### src/rtl/memc_arb_pkg.sv
// Shared defaults and FSM state type for the matrix-C memory port arbiter.
package memc_arb_pkg;

    localparam int ADDR_W_DEF = 11;
    localparam int DATA_W_DEF = 256;
    localparam int LEN_W_DEF  = 4;

    // IDLE: memory port quiet. BURST: a beat is presented on the memory port.
    typedef enum logic {
        ST_IDLE  = 1'b0,
        ST_BURST = 1'b1
    } arb_state_e;

endpackage

### src/rtl/memc_rr_pick.sv
// Two-way round-robin pick. last_i names the requester granted most
// recently; under contention the other one wins, a lone requester always wins.
module memc_rr_pick (
    input  logic [1:0] req_i,
    input  logic       last_i,
    output logic [1:0] grant_o,
    output logic       idx_o
);

    // Combinational winner selection
    always_comb begin
        grant_o = 2'b00;
        idx_o   = 1'b0;
        case (req_i)
            2'b01:   idx_o = 1'b0;
            2'b10:   idx_o = 1'b1;
            2'b11:   idx_o = ~last_i;
            default: idx_o = 1'b0;
        endcase
        if (req_i != 2'b00) begin
            grant_o = idx_o ? 2'b10 : 2'b01;
        end
    end

endmodule

### src/rtl/memc_port_arbiter.sv
// Two-requester burst arbiter for the 256-bit matrix-C memory port.
// Optional feature macro MEMC_ARB_STATS_EN adds per-requester beat counters
// (stat_clear, stat_beats0, stat_beats1).
//
// Handshake: a command moves when cmd_valid[i] && cmd_ready[i] in the same
// cycle; cmd_ready is only offered in IDLE or the last-beat cycle of a burst
// and never depends on the requester holding cmd_valid beyond that cycle.
// Write data moves when wdata_ready[i] is high: the requester must present
// beat k in the k-th cycle of the burst starting at the acceptance cycle.
module memc_port_arbiter
    import memc_arb_pkg::*;
#(
    parameter  int ADDR_W = ADDR_W_DEF,
    parameter  int DATA_W = DATA_W_DEF,
    parameter  int LEN_W  = LEN_W_DEF,
    localparam int BE_W   = DATA_W / 8
) (
    input  logic                   clk,
    input  logic                   reset,
`ifdef MEMC_ARB_STATS_EN
    input  logic                   stat_clear,
    output logic [31:0]            stat_beats0,
    output logic [31:0]            stat_beats1,
`endif
    input  logic [1:0]             cmd_valid,
    output logic [1:0]             cmd_ready,
    input  logic [1:0]             cmd_write,
    input  logic [1:0][ADDR_W-1:0] cmd_addr,
    input  logic [1:0][LEN_W-1:0]  cmd_len,
    input  logic [1:0][DATA_W-1:0] wdata,
    input  logic [1:0][BE_W-1:0]   wbe,
    output logic [1:0]             wdata_ready,
    output logic [DATA_W-1:0]      rdata,
    output logic [1:0]             rvalid,
    output logic [ADDR_W-1:0]      mem_address,
    output logic                   mem_chipselect,
    output logic                   mem_write,
    output logic [DATA_W-1:0]      mem_writedata,
    output logic [BE_W-1:0]        mem_byteenable,
    output logic                   mem_clken,
    input  logic [DATA_W-1:0]      mem_readdata,
    output arb_state_e             dbg_state
);

    arb_state_e        state_q, state_d;
    logic              owner_q, owner_d;
    logic              write_q, write_d;
    logic [ADDR_W-1:0] addr_q, addr_d;
    logic [LEN_W-1:0]  pend_q, pend_d;
    logic              last_q, last_d;

    logic [ADDR_W-1:0] mem_address_q;
    logic              mem_cs_q;
    logic              mem_write_q;
    logic [DATA_W-1:0] mem_wdata_q;
    logic [BE_W-1:0]   mem_be_q;
    logic              mem_clken_q;
    logic              mem_owner_q;
    logic [1:0]        rvalid_q;

    logic [1:0]        pick_gnt;
    logic              pick_idx;
    logic              can_accept;
    logic              accept;
    logic              beat_go;
    logic              beat_owner;
    logic              beat_write;
    logic [ADDR_W-1:0] beat_addr;

    memc_rr_pick u_pick (
        .req_i   (cmd_valid),
        .last_i  (last_q),
        .grant_o (pick_gnt),
        .idx_o   (pick_idx)
    );

    // FSM and burst bookkeeping registers
    always_ff @(posedge clk or posedge reset) begin
        if (reset) begin
            state_q <= ST_IDLE;
            owner_q <= 1'b0;
            write_q <= 1'b0;
            addr_q  <= '0;
            pend_q  <= '0;
            last_q  <= 1'b1;   // requester 0 wins the first contention
        end else begin
            state_q <= state_d;
            owner_q <= owner_d;
            write_q <= write_d;
            addr_q  <= addr_d;
            pend_q  <= pend_d;
            last_q  <= last_d;
        end
    end

    // Next state, acceptance and the beat to register onto the memory port.
    // mem_clken_q doubles as "out of reset for one edge", holding off accepts.
    always_comb begin
        state_d     = state_q;
        owner_d     = owner_q;
        write_d     = write_q;
        addr_d      = addr_q;
        pend_d      = pend_q;
        last_d      = last_q;
        beat_go     = 1'b0;
        beat_owner  = owner_q;
        beat_write  = write_q;
        beat_addr   = addr_q;
        wdata_ready = 2'b00;

        can_accept = mem_clken_q && ((state_q == ST_IDLE) || (pend_q == '0));
        cmd_ready  = can_accept ? pick_gnt : 2'b00;
        accept     = can_accept && (pick_gnt != 2'b00);

        if (accept) begin
            beat_go    = 1'b1;
            beat_owner = pick_idx;
            beat_write = cmd_write[pick_idx];
            beat_addr  = cmd_addr[pick_idx];
            state_d    = ST_BURST;
            owner_d    = pick_idx;
            write_d    = cmd_write[pick_idx];
            addr_d     = cmd_addr[pick_idx] + ADDR_W'(1);
            pend_d     = cmd_len[pick_idx];
            last_d     = pick_idx;
        end else if (state_q == ST_BURST) begin
            if (pend_q != '0) begin
                beat_go = 1'b1;
                addr_d  = addr_q + ADDR_W'(1);
                pend_d  = pend_q - LEN_W'(1);
            end else begin
                state_d = ST_IDLE;
            end
        end

        if (beat_go && beat_write) begin
            wdata_ready[beat_owner] = 1'b1;
        end
    end

    // Registered memory port and read-return valid pipeline
    always_ff @(posedge clk or posedge reset) begin
        if (reset) begin
            mem_address_q <= '0;
            mem_cs_q      <= 1'b0;
            mem_write_q   <= 1'b0;
            mem_wdata_q   <= '0;
            mem_be_q      <= '0;
            mem_clken_q   <= 1'b0;
            mem_owner_q   <= 1'b0;
            rvalid_q      <= 2'b00;
        end else begin
            mem_clken_q <= 1'b1;
            rvalid_q    <= 2'b00;
            if (mem_cs_q && !mem_write_q) begin
                rvalid_q <= mem_owner_q ? 2'b10 : 2'b01;
            end
            if (beat_go) begin
                mem_cs_q      <= 1'b1;
                mem_write_q   <= beat_write;
                mem_address_q <= beat_addr;
                mem_owner_q   <= beat_owner;
                if (beat_write) begin
                    mem_wdata_q <= wdata[beat_owner];
                    mem_be_q    <= wbe[beat_owner];
                end else begin
                    mem_be_q    <= '1;
                end
            end else begin
                mem_cs_q    <= 1'b0;
                mem_write_q <= 1'b0;
            end
        end
    end

`ifdef MEMC_ARB_STATS_EN
    logic [31:0] stat_beats0_q;
    logic [31:0] stat_beats1_q;

    // Saturating per-requester beat counters; clear beats a same-cycle beat
    always_ff @(posedge clk or posedge reset) begin
        if (reset) begin
            stat_beats0_q <= '0;
            stat_beats1_q <= '0;
        end else if (stat_clear) begin
            stat_beats0_q <= '0;
            stat_beats1_q <= '0;
        end else begin
            if (mem_cs_q && !mem_owner_q && (stat_beats0_q != '1)) begin
                stat_beats0_q <= stat_beats0_q + 32'd1;
            end
            if (mem_cs_q && mem_owner_q && (stat_beats1_q != '1)) begin
                stat_beats1_q <= stat_beats1_q + 32'd1;
            end
        end
    end

    assign stat_beats0 = stat_beats0_q;
    assign stat_beats1 = stat_beats1_q;
`endif

    assign mem_address    = mem_address_q;
    assign mem_chipselect = mem_cs_q;
    assign mem_write      = mem_write_q;
    assign mem_writedata  = mem_wdata_q;
    assign mem_byteenable = mem_be_q;
    assign mem_clken      = mem_clken_q;
    assign rvalid         = rvalid_q;
    assign rdata          = mem_readdata;
    assign dbg_state      = state_q;

endmodule

### config.mk
export PLATFORM = sky130hd
export DESIGN_NAME = memc_port_arbiter
export DESIGN_NICKNAME = d
export VERILOG_FILES = /design/src/rtl/memc_arb_pkg.sv /design/src/rtl/memc_rr_pick.sv /design/src/rtl/memc_port_arbiter.sv
export SDC_FILE = /design/constraint.sdc
export NUM_CORES = 1
export LEC_CHECK = 0
export CAP_MARGIN = 15
export CORE_AREA = 2 2 553 555
export DETAILED_ROUTE_END_ITERATION = 12
export DIE_AREA = 0 0 555 557
export SETUP_SLACK_MARGIN = 0.1
export SLEW_MARGIN = 25
export SYNTH_ARGS = -nofsm -noshare
export SYNTH_HDL_FRONTEND = slang
export SYNTH_SLANG_ARGS = --single-unit
### constraint.sdc
create_clock -name clk -period 11.55 [get_ports clk]
set_input_delay 1.155 -clock clk [delete_from_list [all_inputs] [get_ports clk]]
set_output_delay 1.155 -clock clk [all_outputs]
set_load 0.03 [all_outputs]
# Word-level counts from Yosys, hierarchy flattened
# Cells that the tools add are included.
# totals
regBits,324
in_bits,868
elab_cells,73
output_inout_bits,565
# op_classes
n_eq_ne,2
addsub,3
bitwise,2
magnitude_cmp,3
n_mux,34
n_reduce_logical,15
# ops
cell,count
256-bit 2-to-1 mux,2
32-bit 2-to-1 mux,3
11-bit 2-to-1 mux,6
"11-bit by 1-bit adder with 11-bit output, second input constant",2
4-bit 2-to-1 mux,5
2-bit 2-to-1 mux,6
1-bit 2-to-1 mux,10
2-bit nonzero test,4
1-bit logical AND,5
"2-bit == test, second input constant",2
4-bit zero test,1
"1-bit by 2-bit < comparator with 1-bit output, second input constant",2
2-bit AND reduction,2
4-bit nonzero test,1
"4-bit by 1-bit subtractor with 4-bit output, second input constant",1
1-bit inverter,2
1-bit case mux with 2 select lines,1
1-bit demux with 1-bit select,1
"1-bit greater-or-equal comparator, second input constant",1
1-bit zero test,1
1-bit logical OR,1

# Depth between registers and ports, before layout
# logic_depth
ltp_word,12
depth_mapped,12

# Hierarchy
# A second synthesis with hierarchy kept.
# unflattened
cells_unflattened,2047
area_unflattened_um2,16768.6
# modules_own_cells
mod,seq_area_each_um2,area_each_um2,n_inst,cells_each
memc_port_arbiter,8084.0,16742.3,1,2043
memc_rr_pick,0.0,26.3,1,4

# Least setup slack after synthesis
# Ideal clock, no wire load.
# synth_path
path_kind,input to output
startpoint,in cmd_valid[1]
endpoint,out wdata_ready[1]
t_required_ns,10.395
t_arrival_ns,2.680
cell_stages,8
setup_slack_ns,7.715
path_cell_list,o21ai_1 -> a21o_1 -> nand2_1 -> and2_1 -> clkbuf_2 -> buf_2 -> clkbuf_1 -> nor2_1
# synth_between
elab_chain_len,12
word_cells_on_any_way,20
# synth_lines
element,line,source
from (decl),memc_port_arbiter.sv:25,"input logic [1:0] cmd_valid,"
2-bit == test,memc_rr_pick.sv:14,case (req_i)
1-bit case mux with 2 select lines,memc_rr_pick.sv:14,
2-bit 2-to-1 mux,memc_rr_pick.sv:21,grant_o = idx_o ? 2'b10 : 2'b01;
2-bit 2-to-1 mux,memc_rr_pick.sv:20,if (req_i != 2'b00) begin
2-bit nonzero test,memc_port_arbiter.sv:113,accept = can_accept && (pick_gnt != 2'b00);
1-bit logical AND,memc_port_arbiter.sv:113,
1-bit 2-to-1 mux,n/a,
1-bit by 2-bit < comparator with 1-bit output (not written as such) or 1-bit greater-or-equal comparator (tied branches),memc_port_arbiter.sv:137,wdata_ready[beat_owner] = 1'b1;
1-bit logical AND (not written as such),memc_port_arbiter.sv:137,
1-bit 2-to-1 mux (not written as such),memc_port_arbiter.sv:137,
1-bit demux with 1-bit select,memc_port_arbiter.sv:137,
2-bit 2-to-1 mux *,memc_port_arbiter.sv:136,if (beat_go && beat_write) begin
to (decl),memc_port_arbiter.sv:32,"output logic [1:0] wdata_ready,"
# Mark *: on every way between the ends. The rest lies on a longest branch, timed or not. The select of a mux whose other input is x is not followed.

# Worst setup path in the final report
# layout_path
startpoint,in cmd_valid[1]
endpoint,out wdata_ready[0]
# The elaborated chain is that of the path after synthesis.

==> metrics.cfg <==
[critical_path]
cp_num_buf_inv=4
critPathTopFamily=buffers and inverters
worstSetupPathType=input port to output port
path_cells=clkdlybuf4s50_1, o21ai_1, a21oi_4, buf_4, nand2_1, and2_4, inv_2, nor2_1, clkdlybuf4s50_1
start_kind=input port
crit_required_ns=10.40
endpoint_kind=output port
path_max_fanout=42
slowest_stage=clkdlybuf4s50_1
crit_arrival_ns=4.73
critPathMaxStageDelay_ns=0.70
path_common_cell=clkdlybuf4s50_1

[cts]
cts_buffers=50
cts-hold-fix-buffers=0
clk_path_buf_depth=3
cts_tree=built
clock-sinks=323
cts_root_buf=clkbuf_16
insertion_delay_ns=0.71
htree_levels=2
cts_resized=0
cts_setup_buffers=0
cts.reportedPaths.clkPinSlew_ns=0.06

[hold_path]
hold_class=flip-flop to flip-flop

[cells_and_area]
drive_gt1_share_pct=5.627
area_growth_pct=81.94
final_cell_area_um2=30790
final_common_cell=clkdlybuf4s50_1
nets=3248
fin_cells=6459
layout_common_cells=918 x clkdlybuf4s50_1, 351 x nand2_1, 322 x dfrtp_1

[logic_synthesis]
synth_nets=2619
ys_types=48
netlist_area_um2=16920
ys_top_cells_by_area=dfrtp_1 48%, mux2i_1 16%, buf_4 12%
avgSynthCellArea_um2=9.675
ys_ff_latch=323
syn-instance-count=1749
ys_seq_area_share_pct=47.77
synth.largest_area_cell=dfrtp_1
synth_top_area_share_pct=47.62
ys.flop_type=dfrtp_1
synth_edf_count=0
synth_warnings=0
async_reset_ff_share_pct=100.0

[timing]
hold_viol_final=0
finalCriticalPeriod_ns=5.889
setup_violations=0
worst_pin_slew_ns=1.020
slew_headroom_pct=31.98
whs_ns=0.4546
setup_tns_ns=0
post-route-period-util_pct=50.99
rsz0062_at_grt=no
final-max-slew-violation-count=0
max_freq_mhz=169.8
fin_worst_skew_ns=0.03961

[placed_design]
dpl.hpwl_mm=190.7
place_area_um2=28910
port_buffers=920
gp_congestion=0.9203
place_inst=6322

[detailed_routing]
drcViolationCount=0
wl_per_cell_um=32.71
dr.pass1.iters=5
vias=16370
wl_mm=211.3
drt_iter0_drc=1213
antenna_left=0
viasPerCell=2.534

[job]
cap_violations=0

[power]
leakagePower_uw=0.01182
p_per_area_nw_per_um2=289.9
p_total_uw=8924
irDropWorstVdd_mv=0.1550

[floorplanning]
io_pins=1433
rows=203
initial_utilization_pct=5.566
fp.dieW_um=555
die_y_um=557
core_area_um2=304000
fp.dieArea_um2=309100

[grt]
grt_pass1_vias=15310
overflow=0
grt_pass1_wl_mm=244.2
grt_max_degree=109
grt_antenna_before_repair=228
grt_usage_pct=13.17

[run_status]
status=completed

[where the power goes]
part | internal, uW | switching, uW | total (uW)
clock network | 958 | 748 | 1710
registers | 1730 | 367 | 2090
logic | 1800 | 3320 | 5130
[cell families (layout without fill, tap and decap cells)]
group | Yosys count | count (layout) | synth area share (%)
XOR/XNOR | 8 | 8 | 0.4141
other | 1 | 46 | 0.02216
flip-flops | 323 | 323 | 47.77
AO/OA/AOI/OAI | 334 | 334 | 10.53
AND/OR/NAND/NOR | 422 | 422 | 9.797
multiplexers | 281 | 281 | 16.71
adder cells (fa/ha/maj) | 2 | 2 | 0.1479
buffers and inverters | 378 | 1046 | 14.60
[worst paths after layout]
path / to / slack [ns] / startpoint / cells after the start
setup / recovery: wdata_ready[0] / 5.66 / cmd_valid[1] / 9
hold / removal: rvalid[0] / 0.45 / mem_owner_q / 1
setup reg to reg: mem_writedata[94] / 6.88 / pend_q[0] / 13
hold reg to reg: rvalid[0] / 0.45 / mem_owner_q / 1
max in group asynchronous: mem_writedata[252] / 8.46 / reset / 4
min in group asynchronous: mem_writedata[211] / 0.95 / reset / 2
[cell usage after synthesis, drive strengths merged (2+ instances only)]
| library cell | count |
|---|---|
| o22ai | 2 |
| nor2 | 49 |
| dfrtp | 322 |
| a21oi | 9 |
| nor3 | 3 |
| o21ai | 273 |
| and2 | 2 |
| o31a | 2 |
| xnor2 | 6 |
| nand3 | 4 |
| inv | 12 |
| a21o | 4 |
| a31oi | 34 |
| nand4 | 4 |
| nor3b | 2 |
| clkbuf | 61 |
| mux2 | 9 |
| xor2 | 2 |
| nand2 | 352 |
| mux2i | 272 |
| o221ai | 2 |
| ha | 2 |
| buf | 305 |
[metal layers]
metal / wire length (um) / GRT usage, % / vias up
li1: - / - / 6998
met1: 67630 / 12.23 / 7279
met2: 86390 / 19.18 / 1257
met3: 45300 / 13.13 / 670
met4: 10880 / 5.558 / 164
met5: 1097 / 0.01544 / -
[layout make-up]
| class | instances | area [um^2] |
|---|---|---|
| Antenna cell | 45 | 112.6 |
| Clock buffer | 56 | 1294 |
| Clock inverter | 35 | 439.2 |
| Fill cell | 35110 | 273200 |
| Inverter | 12 | 52.55 |
| Multi-Input combinational cell | 1048 | 6394 |
| Sequential cell | 323 | 8084 |
| Tap cell | 3997 | 5001 |
| Timing Repair Buffer | 943 | 9410 |
[state kept, by name (all words and copies together) (netlist names)]
signal / flops
mem_clken: 1
rvalid: 2
last_q: 1
write_q: 1
owner_q: 1
pend_q: 4
addr_q: 11
mem_address: 11
mem_owner_q: 1
mem_write: 1
mem_writedata: 256
mem_chipselect: 1
mem_byteenable: 32
[per-stage QoR]
step | utilization (%) | setup WS, ns
after detailed placement | 9.509 | 5.548
after CTS | 10.08 | 5.533
final | 10.13 | 5.661
after floorplan | - | 1.455
after global placement | 9.508 | 5.436
after global routing | 10.09 | 5.413
No activity file was read; power rests on OpenSTA's default activity.
